===== src/rtl/serial_pkg.sv =====
// rtl/serial_pkg.sv - shared types and helpers for the serial p2s/s2p pair
package serial_pkg;

  typedef enum logic {COLLECT, HOLD} s2p_state_e;

  // Shift-register position of the idx-th serial bit of an n-bit word.
  function automatic int bit_pos(input int idx, input int n, input bit lsb_first);
    return lsb_first ? idx : (n - 1 - idx);
  endfunction

endpackage


===== src/rtl/s2p.sv =====
// rtl/s2p.sv - serial-to-parallel deserializer with one-word output slot and held shift word
module s2p
  import serial_pkg::*;
#(
  parameter int N         = 8,
  parameter bit LSB_FIRST = 1'b1
) (
  input  logic         clk,
  input  logic         rstn,
  input  logic         ser_data,
  input  logic         ser_valid,
  output logic         ser_ready,
  output logic [N-1:0] par_data,
  output logic         par_valid,
  input  logic         par_ready
);

  localparam int CW = $clog2(N);

  s2p_state_e    state, state_d;
  logic [CW-1:0] bit_cnt, bit_cnt_d;
  logic [N-1:0]  shift, shift_d;
  logic [N-1:0]  par_data_d;
  logic          par_valid_d;
  logic          ready_q, ready_d;
  logic          slot_free;
  logic [CW-1:0] pos;
  logic [N-1:0]  word;

  assign ser_ready = ready_q;

  always_comb begin
    state_d     = state;
    bit_cnt_d   = bit_cnt;
    shift_d     = shift;
    par_data_d  = par_data;
    par_valid_d = par_valid && !par_ready;
    slot_free   = !par_valid || par_ready;
    pos         = CW'(bit_pos(int'(bit_cnt), N, LSB_FIRST));
    word        = shift;
    word[pos]   = ser_data;

    case (state)
      COLLECT: begin
        if (ser_valid && ready_q) begin
          shift_d = word;
          if (bit_cnt == CW'(N - 1)) begin
            bit_cnt_d = '0;
            if (slot_free) begin
              par_data_d  = word;
              par_valid_d = 1'b1;
            end else begin
              // Completed word waits in the shift register until the slot drains.
              state_d = HOLD;
            end
          end else begin
            bit_cnt_d = bit_cnt + 1'b1;
          end
        end
      end
      HOLD: begin
        if (slot_free) begin
          par_data_d  = shift;
          par_valid_d = 1'b1;
          state_d     = COLLECT;
        end
      end
      default: state_d = COLLECT;
    endcase

    // Registered ready keeps ser_valid out of any combinational path to ser_ready.
    ready_d = (state_d == COLLECT);
  end

  always_ff @(posedge clk) begin
    if (!rstn) begin
      state     <= COLLECT;
      bit_cnt   <= '0;
      shift     <= '0;
      par_data  <= '0;
      par_valid <= 1'b0;
      ready_q   <= 1'b0;
    end else begin
      state     <= state_d;
      bit_cnt   <= bit_cnt_d;
      shift     <= shift_d;
      par_data  <= par_data_d;
      par_valid <= par_valid_d;
      ready_q   <= ready_d;
    end
  end

endmodule


===== config.mk =====
export PLATFORM = sky130hd
export DESIGN_NAME = s2p
export DESIGN_NICKNAME = d
export VERILOG_FILES = /design/src/rtl/serial_pkg.sv /design/src/rtl/s2p.sv
export SDC_FILE = /design/constraint.sdc
export NUM_CORES = 1
export LEC_CHECK = 0
export CORE_MARGIN = 2
export CORE_UTILIZATION = 50
export CTS_BUF_LIST = sky130_fd_sc_hd__clkbuf_2
export DETAILED_ROUTE_END_ITERATION = 16
export PLACE_DENSITY = 0.77
export SLEW_MARGIN = 20
export SYNTH_ARGS = -nofsm -noshare
export SYNTH_HDL_FRONTEND = slang
export SYNTH_SLANG_ARGS = --single-unit

===== constraint.sdc =====
create_clock -name clk -period 5.35 [get_ports clk]
set_clock_uncertainty 0.2 [all_clocks]
set_input_delay 0.535 -clock clk [delete_from_list [all_inputs] [get_ports clk]]
set_output_delay 0.535 -clock clk [all_outputs]
set_load 0.05 [all_outputs]

* Word-level counts from Yosys, hierarchy flattened
Cells that the tools add are included.
** Word-level totals
- Flip-flop bits (word level) :: 22
- ROM bits :: 0
- Logic and storage cells :: 41
- Bits of input ports :: 5
- RAM bits :: 0
- Latch bits :: 0
- Memories kept :: 0
** Cells by class
- Bitwise operators :: 2
- Multiply operators :: 0
- Eq/ne operators :: 5
- Reduce and logical (&&, ||, !) cells :: 8
- Div/mod/pow operators :: 0
- Mux-type cells :: 17
- Shift-type cells :: 0
- $lt $le $gt $ge :: 2
- Add/sub/neg operators :: 1
** Operators by type and width (number)
- $mux 8 :: 4
- $pmux 8 s2 :: 1
- $bwmux 8 :: 1
- $mux 1 :: 7
- $ne 2x2->1 const B :: 3
- $lt 3x4->1 const B :: 1
- $pmux 1 s2 :: 2
- $reduce_and 4->1 :: 1
- $add 3x1->3 const B :: 1
- $demux 1 s3 :: 1
- $eq 3x3->1 const B :: 1
- $ge 3x1->1 const B :: 1
- $logic_and 1x1->1 :: 3
- $mux 3 :: 1
- $logic_not 1->1 :: 2
- $ne 2x1->1 const B :: 1
- $not 1->1 :: 2
- $reduce_and 2->1 :: 1
- $logic_or 1x1->1 :: 1

* Longest topological paths before layout
Gate-level depths: netlist of the first run.
- Depth after elaboration :: 9
- Depth in mapped cells :: 7
- Gate-level depth less buffers :: 5

* Worst setup path after synthesis of the first run
Ideal clock, no wire load.
- Path type :: reg2reg
- Start point :: register ready_q, in the netlist ser_ready
- End point :: register shift[3]
- Clock period less this slack :: 1.813 ns
- Data arrival time :: 1.478 ns
- Slack :: 3.537 ns
- Stages on the path, launching flop included :: 4
- Data required time :: 5.015 ns
- Cell sequence :: dfxtp_1 > nand3b_2 > o311ai_0 > o41ai_1
** On the way
- Cells in the longest elaborated chain, start to end :: 2
** Ends and longest elaborated chain
- start: declaration :: line s2p.sv:25 : logic ready_q, ready_d;
- start signal: assignment :: line s2p.sv:89 : ready_q <= ready_d;
- $logic_and 1x1->1 :: line s2p.sv:45 : if (ser_valid && ready_q) begin
- $reduce_and 2->1 (no line)
- end signal: assignment :: line s2p.sv:86 : shift <= shift_d;
- end: declaration :: line s2p.sv:22 : logic [N-1:0] shift, shift_d;
No other way between the ends.
A chain may end at the register's enable or synchronous reset.

* Final worst setup path of the first run
- Start point :: register ready_q, in the netlist ser_ready
- End point :: output ser_ready
** RTL lines
- end: declaration :: line s2p.sv:12 : output logic ser_ready,
No word-level cell between the ends.

==> metrics.md, run 1 <==
| Metric | Value |
|---|---|
| Most frequent cells after synthesis | dfxtp_1 (22), mux2i_1 (13), a21oi_1 (10) |
| Area of the die | 2690 um^2 |
| Hold Path Depth | 2 |
| Finish-stage setup viols | 0 |
| CP Buf/Inv Count | 1 |
| PostCTS Resize Cnt | 0 |
| CP required | 4.62 ns |
| Dpl cells | 138 |
| Worst slew margin | 0.551 |
| CP Class | reg2out |
| Detailed Route Iter0 Violations | 19 |
| Min cycle time layout | 2.41 ns |
| Startpoint Class | flop |
| CP endpoint kind | output port |
| DRC Markers | 0 |
| Met2 wire length | 1060 um |
| Max cap viols | 0 |
| RSZ-0062 raised after global routing | false |
| PD cells | 202 nW/um^2 |
| Lkg Pwr | 0.429 nW |
| Period utilisation layout | 0.451 |
| Reg2Reg Depth | 5 |
| Routed WL | 2120 um |
| Starting Density | 0.523 |
| Std cell rows | 17 |
| FMAX | 415 MHz |
| Clock Latency Late Sink | 0.32 ns |
| Initial antenna violation count | 0 |
| Netlist cell types | 32 |
| # IOs | 15 |
| H-tree levels | 1 |
| Yosys warns | 0 |
| Reg-to-reg critical path endpoint | par_data[0]$_SDFFE_PN0P_ |
| Final Wtd Congestion | 0.777 |
| Clock Root Buffer | clkbuf_2 |
| Die H | 51.9 um |
| Status | complete, no violations |
| Post-route ant nets | 0 |
| CP max FO | 5 |
| CP arrival | 1.68 ns |
| Worst hold endpoint | shift[6]$_SDFFE_PN0P_ |
| Highest Signal Layer | met4 |
| Die Span X | 51.9 um |
| Drt via density | 5.99 |
| First-pass GRT wire length | 3650 um |
| Total global routing track utilization | 0.182 |
| Nets | 122 |
| Fill count | 174 |
| DP HPWL | 1500 um |
| Worst hold slack | 0.286 ns |
| Ranking of synthesized cells by area | dfxtp_1 (38%), mux2i_1 (11%), a211oi_2 (6.6%) |
| Top Family by Delay on Critical Path | buffers and inverters |
| Reg2reg start | bit_cnt[0]$_SDFFE_PN0P_ |
| Syn Std Cell Area | 1140 um^2 |
| Worst slew pin tran | 0.672 ns |
| Cell area after layout | 1260 um^2 |
| Yosys top cell area share | 0.385 |
| Post-synth top area cell | dfxtp_1 |
| Top FF cell, synth | dfxtp_1 |
| Final Hold Viols | 0 |
| Maximum vdd drop | 160 uV |
| Drt first pass iters | 4 |
| Number of global-route vias before repair | 779 |
| Syn Inst Count | 106 |
| DP Area | 1250 um^2 |
| HP Class | reg2reg |
| Pin count of the biggest net entering global routing | 19 |
| Clock sinks | 22 |
| Ant diodes | 0 |
| Share of layout cells above drive strength 1 | 0.158 |
| Most frequent cell after synthesis | dfxtp_1 |
| CP Cell Sequence | clkdlybuf4s50_1 |
| Area Overhead vs Synth | 10.5% |
| CTS Buffer Depth | 2 |
| M1 WL | 956 um |
| Syn nets | 113 |
| # Post-CTS Setup Buffers | 0 |
| Slew Limit Fails | 0 |
| Port bufs | 14 |
| Avg Inst Size Synth | 10.8 um^2 |
| Core ar. | 2190 um^2 |
| Setup TNS | 0 ns |
| Hold buffer count at CTS | 0 |
| Total CTS buffers | 3 |
| GRT overflow | 0 |
| CTS tree | done |
| R2r setup slk | 3.11 ns |
| Post-synth ARST share | 0 |
| Finished Core Util | 0.577 |
| Synthesized flop and latch total | 22 |
| Reg clk slew, reported paths | 0.21 ns |
| Critical Path Max Stage Delay | 0.85 ns |
| Count of non-filler cells in the finished layout | 142 |
| Routed length on met3 | 95 um |
| DR WL/cell | 14.9 um |
| Hold Startpoint | shift[6]$_SDFFE_PN0P_ |
| Post-synth EDFFs | 0 |
| Sequential area share after synthesis | 0.385 |
| Routed via count | 851 |
| CP max-delay cell | clkdlybuf4s50_1 |
-- worst max path at each step --
| stage | start | to | slack [ns] | depth (start not counted) |
|---|---|---|---|---|
| 6_report | ser_ready$_SDFF_PN0_ | ser_ready | 2.94 | 1 |
| 5_1_grt | ser_ready$_SDFF_PN0_ | ser_ready | 2.84 | 1 |
| 4_1_cts | ser_ready$_SDFF_PN0_ | ser_ready | 2.90 | 1 |
| 3_5_place_dp | ser_valid | par_data[0]$_SDFFE_PN0P_ | 3.12 | 4 |
| 3_3_place_gp | ser_valid | shift[2]$_SDFFE_PN0P_ | 3.15 | 4 |
| 2_1_floorplan | ser_ready$_SDFF_PN0_ | shift[3]$_SDFFE_PN0P_ | 3.54 | 3 |
-- registers in the layout, summed over array words and instances, names as in the netlist --
| register | flops |
|---|---|
| bit_cnt | 3 |
| ser_ready | 1 |
| par_data | 8 |
| shift | 8 |
| par_valid | 1 |
| state | 1 |
-- kinds of logic (layout without fill, tap and decap cells) --
family	count (synthesis)	after routing	synth area share
simple gates	28	28	0.204
compound gates	30	30	0.208
fa+ha+maj	2	2	0.0219
mux	13	13	0.114
flops	22	22	0.385
buf+inv	11	19	0.0678
-- report_power, final --
group	internal, W	leakage (nW)	switching (W)	total [W]
Sequential	0.000166	0.178	0.00000491	0.000171
Combinational	0.00000899	0.237	0.0000110	0.0000200
Clock	0.0000163	0.0140	0.0000490	0.0000653
-- per-stage QoR --
| stage | total power, W | setup slack (ns) |
|---|---|---|
| final | 0.000256 | 2.94 |
| after detailed placement | 0.000194 | 3.12 |
| after global routing | 0.000270 | 2.84 |
| after CTS | 0.000261 | 2.90 |
| after global placement | 0.000193 | 3.15 |
| after floorplan | 0.000188 | 3.54 |
-- routing by layer --
layer	up-vias	track usage
li1	425	-
met1	404	0.245
met2	20	0.287
met3	2	0.0546
met4	0	0.0395
met5	-	0
-- area by class of cell --
cell class	instances	area, um^2	share of cell area
well taps	28	35.0	0.0277
multi-input cells	73	627	0.496
flip-flops and latches	22	440	0.348
inverters	1	3.75	0.00297
clock inverters	1	3.75	0.00297
clock buffers	3	15.0	0.0119
repair buffers	14	140	0.111
-- cell usage in the layout, fill, tap and decap left out, types with 2 or more instances in the layout --
cell              n
nor2_1            4
a211oi_2          6
o31ai_1           2
nand2b_1          2
clkdlybuf4s50_1  14
a211oi_1          2
nand2_1           6
mux2i_1          13
and4bb_2          3
o311ai_0          3
ha_1              2
o41ai_1           3
clkbuf_2          3
o211ai_1          2
nor4b_2           2
dfxtp_1          22
a21oi_1          10
nor4b_1           2
(Power assumes the default switching activity.)
==> run 2: changes to the inputs <==
clock period = 2.3 ns   (was 5.35 ns; I/O delays follow)
==> run 2 against run 1 <==
First-iteration DRC count unchanged. Core utilization up 0.86 points. Combinational power rose to 2.9 times the previous value. Sequential power up 130%. Critical endpoint unchanged. Highest routed layer unchanged.
==> metrics.md, run 2 (same netlist as run 1, synthesis figures left out) <==
| Metric | Value |
|---|---|
| Min cycle time layout | 2.07 ns |
| Pin count of the biggest net entering global routing | 18 |
| DP Area | 1270 um^2 |
| Worst slew margin | 0.644 |
| # IOs | 15 |
| CTS Buffer Depth | 2 |
| DRC Markers | 0 |
| Starting Density | 0.523 |
| CP Class | reg2out |
| Status | complete, no violations |
| HP Class | reg2reg |
| Slew Limit Fails | 0 |
| Comb power frac | 0.098 |
| Int Power | 0.000445 W |
| Initial antenna violation count | 0 |
| Cell area after layout | 1280 um^2 |
| Max cap viols | 0 |
| GRT overflow | 0 |
| CP endpoint kind | output port |
| Lkg Pwr | 0.444 nW |
| PD cells | 464 nW/um^2 |
| Share of layout cells above drive strength 1 | 0.181 |
| Reg clk slew, reported paths | 0.21 ns |
| Regs by FF count | par_data x8, shift x8, bit_cnt x3 |
| Critical Path Max Stage Delay | 0.85 ns |
| CP arrival | 1.64 ns |
| Most common cell after layout, fill and taps aside | dfxtp_1 |
| Total global routing track utilization | 0.192 |
| Nets | 125 |
| Fill count | 194 |
| CTS tree | done |
| DR WL/cell | 15.8 um |
| Final Wtd Congestion | 0.759 |
| Finished Core Util | 0.586 |
| Clock power frac | 0.248 |
| # Post-CTS Setup Buffers | 0 |
| H-tree levels | 1 |
| Detailed Route Iter0 Violations | 19 |
| Worst slew pin tran | 0.533 ns |
| Final Hold Viols | 0 |
| Routed via count | 867 |
| CP max FO | 5 |
| DP HPWL | 1550 um |
| Hold buffer count at CTS | 0 |
| Overall Power | 0.000596 W |
| Most frequent cells in the layout | dfxtp_1 (22), clkdlybuf4s50_1 (14), mux2i_1 (13), a21oi_1 (10) |
| FMAX | 484 MHz |
| Seq pwr share | 0.654 |
| Area Overhead vs Synth | 12.1% |
| PostCTS Resize Cnt | 0 |
| Top Family by Delay on Critical Path | buffers and inverters |
| Drt first pass iters | 4 |
| Clock Root Buffer | clkbuf_2 |
| Area of the multi-input gates | 627 um^2 |
| Total CTS buffers | 3 |
| Ant diodes | 0 |
| Setup TNS | 0 ns |
| Drt via density | 6.02 |
| Switching Power | 0.000151 W |
| CP Cell Sequence | clkdlybuf4s50_1 |
| CP Buf/Inv Count | 1 |
| Reg area | 440 um^2 |
| Clock Latency Late Sink | 0.33 ns |
| CP required | 1.87 ns |
| Die Span X | 51.9 um |
| Post-route ant nets | 0 |
| Std cell rows | 17 |
| Startpoint Class | flop |
| Core ar. | 2190 um^2 |
| CP max-delay cell | clkdlybuf4s50_1 |
| Routed WL | 2280 um |
| Clock sinks | 22 |
| Port bufs | 14 |
| Period utilisation layout | 0.899 |
| Area of the die | 2690 um^2 |
| Die H | 51.9 um |
| Finish-stage setup viols | 0 |
| RSZ-0062 raised after global routing | false |
| First-pass GRT wire length | 3820 um |
| Sw Share | 0.254 |
| Number of global-route vias before repair | 834 |
| Maximum vdd drop | 277 uV |
==> run 2: cell types whose count changed in the layout (fill, tap and decap cells not counted) <==
cell and delta:
buf_4 +3, clkinv_1 -1
==> run 2: path summary, 6_finish.rpt <==
check | from | cells past startpoint | slack [ns] | end
setup / recovery | ser_ready$_SDFF_PN0_ | 1 | 0.23 | ser_ready
hold / removal | shift[6]$_SDFFE_PN0P_ | 2 | 0.28 | shift[6]$_SDFFE_PN0P_
setup reg to reg | bit_cnt[2]$_SDFFE_PN0P_ | 4 | 0.41 | par_data[4]$_SDFFE_PN0P_
hold reg to reg | shift[6]$_SDFFE_PN0P_ | 2 | 0.28 | shift[6]$_SDFFE_PN0P_
==> run 2: metal layers <==
layer | track usage | vias to the layer above | wire length [um]
met3 | 0.0316 | 7 | 78
met4 | 0.0921 | 0 | 40
met2 | 0.293 | 17 | 1090
met5 | 0 | - | 0
li1 | - | 427 | -
met1 | 0.262 | 416 | 1070
==> run 2: cell type report <==
class                      count  area share
sequential                    22       0.343
clock buffer                   3      0.0117
inverter                       1     0.00292
tap                           28      0.0273
multi-input combinational     73       0.488
timing repair buffer          17       0.127
==> run 2: power by group through the flow <==
stage               Sequential, W  Combinational [W]  Clock (W)
global route             0.000391          0.0000632   0.000165
CTS                      0.000390          0.0000582   0.000150
floorplan                0.000401          0.0000361          0
finish                   0.000390          0.0000584   0.000148
global placement         0.000397          0.0000563          0
detailed placement       0.000397          0.0000577          0
==> run 2: worst min-delay path, stage by stage (launching register included) <==
cell,delay (ns)
dfxtp_1,0.36
nand2_1,0.05
mux2i_1,0.05
==> run 2: stage by stage <==
step	instances	worst slack, ns	hold WS [ns]
6_report	144	0.232	0.277
5_1_grt	144	0.146	0.318
4_1_cts	144	0.205	0.279
3_5_place_dp	141	0.336	0.257
3_3_place_gp	141	0.402	0.246
2_1_floorplan	106	0.487	0.234
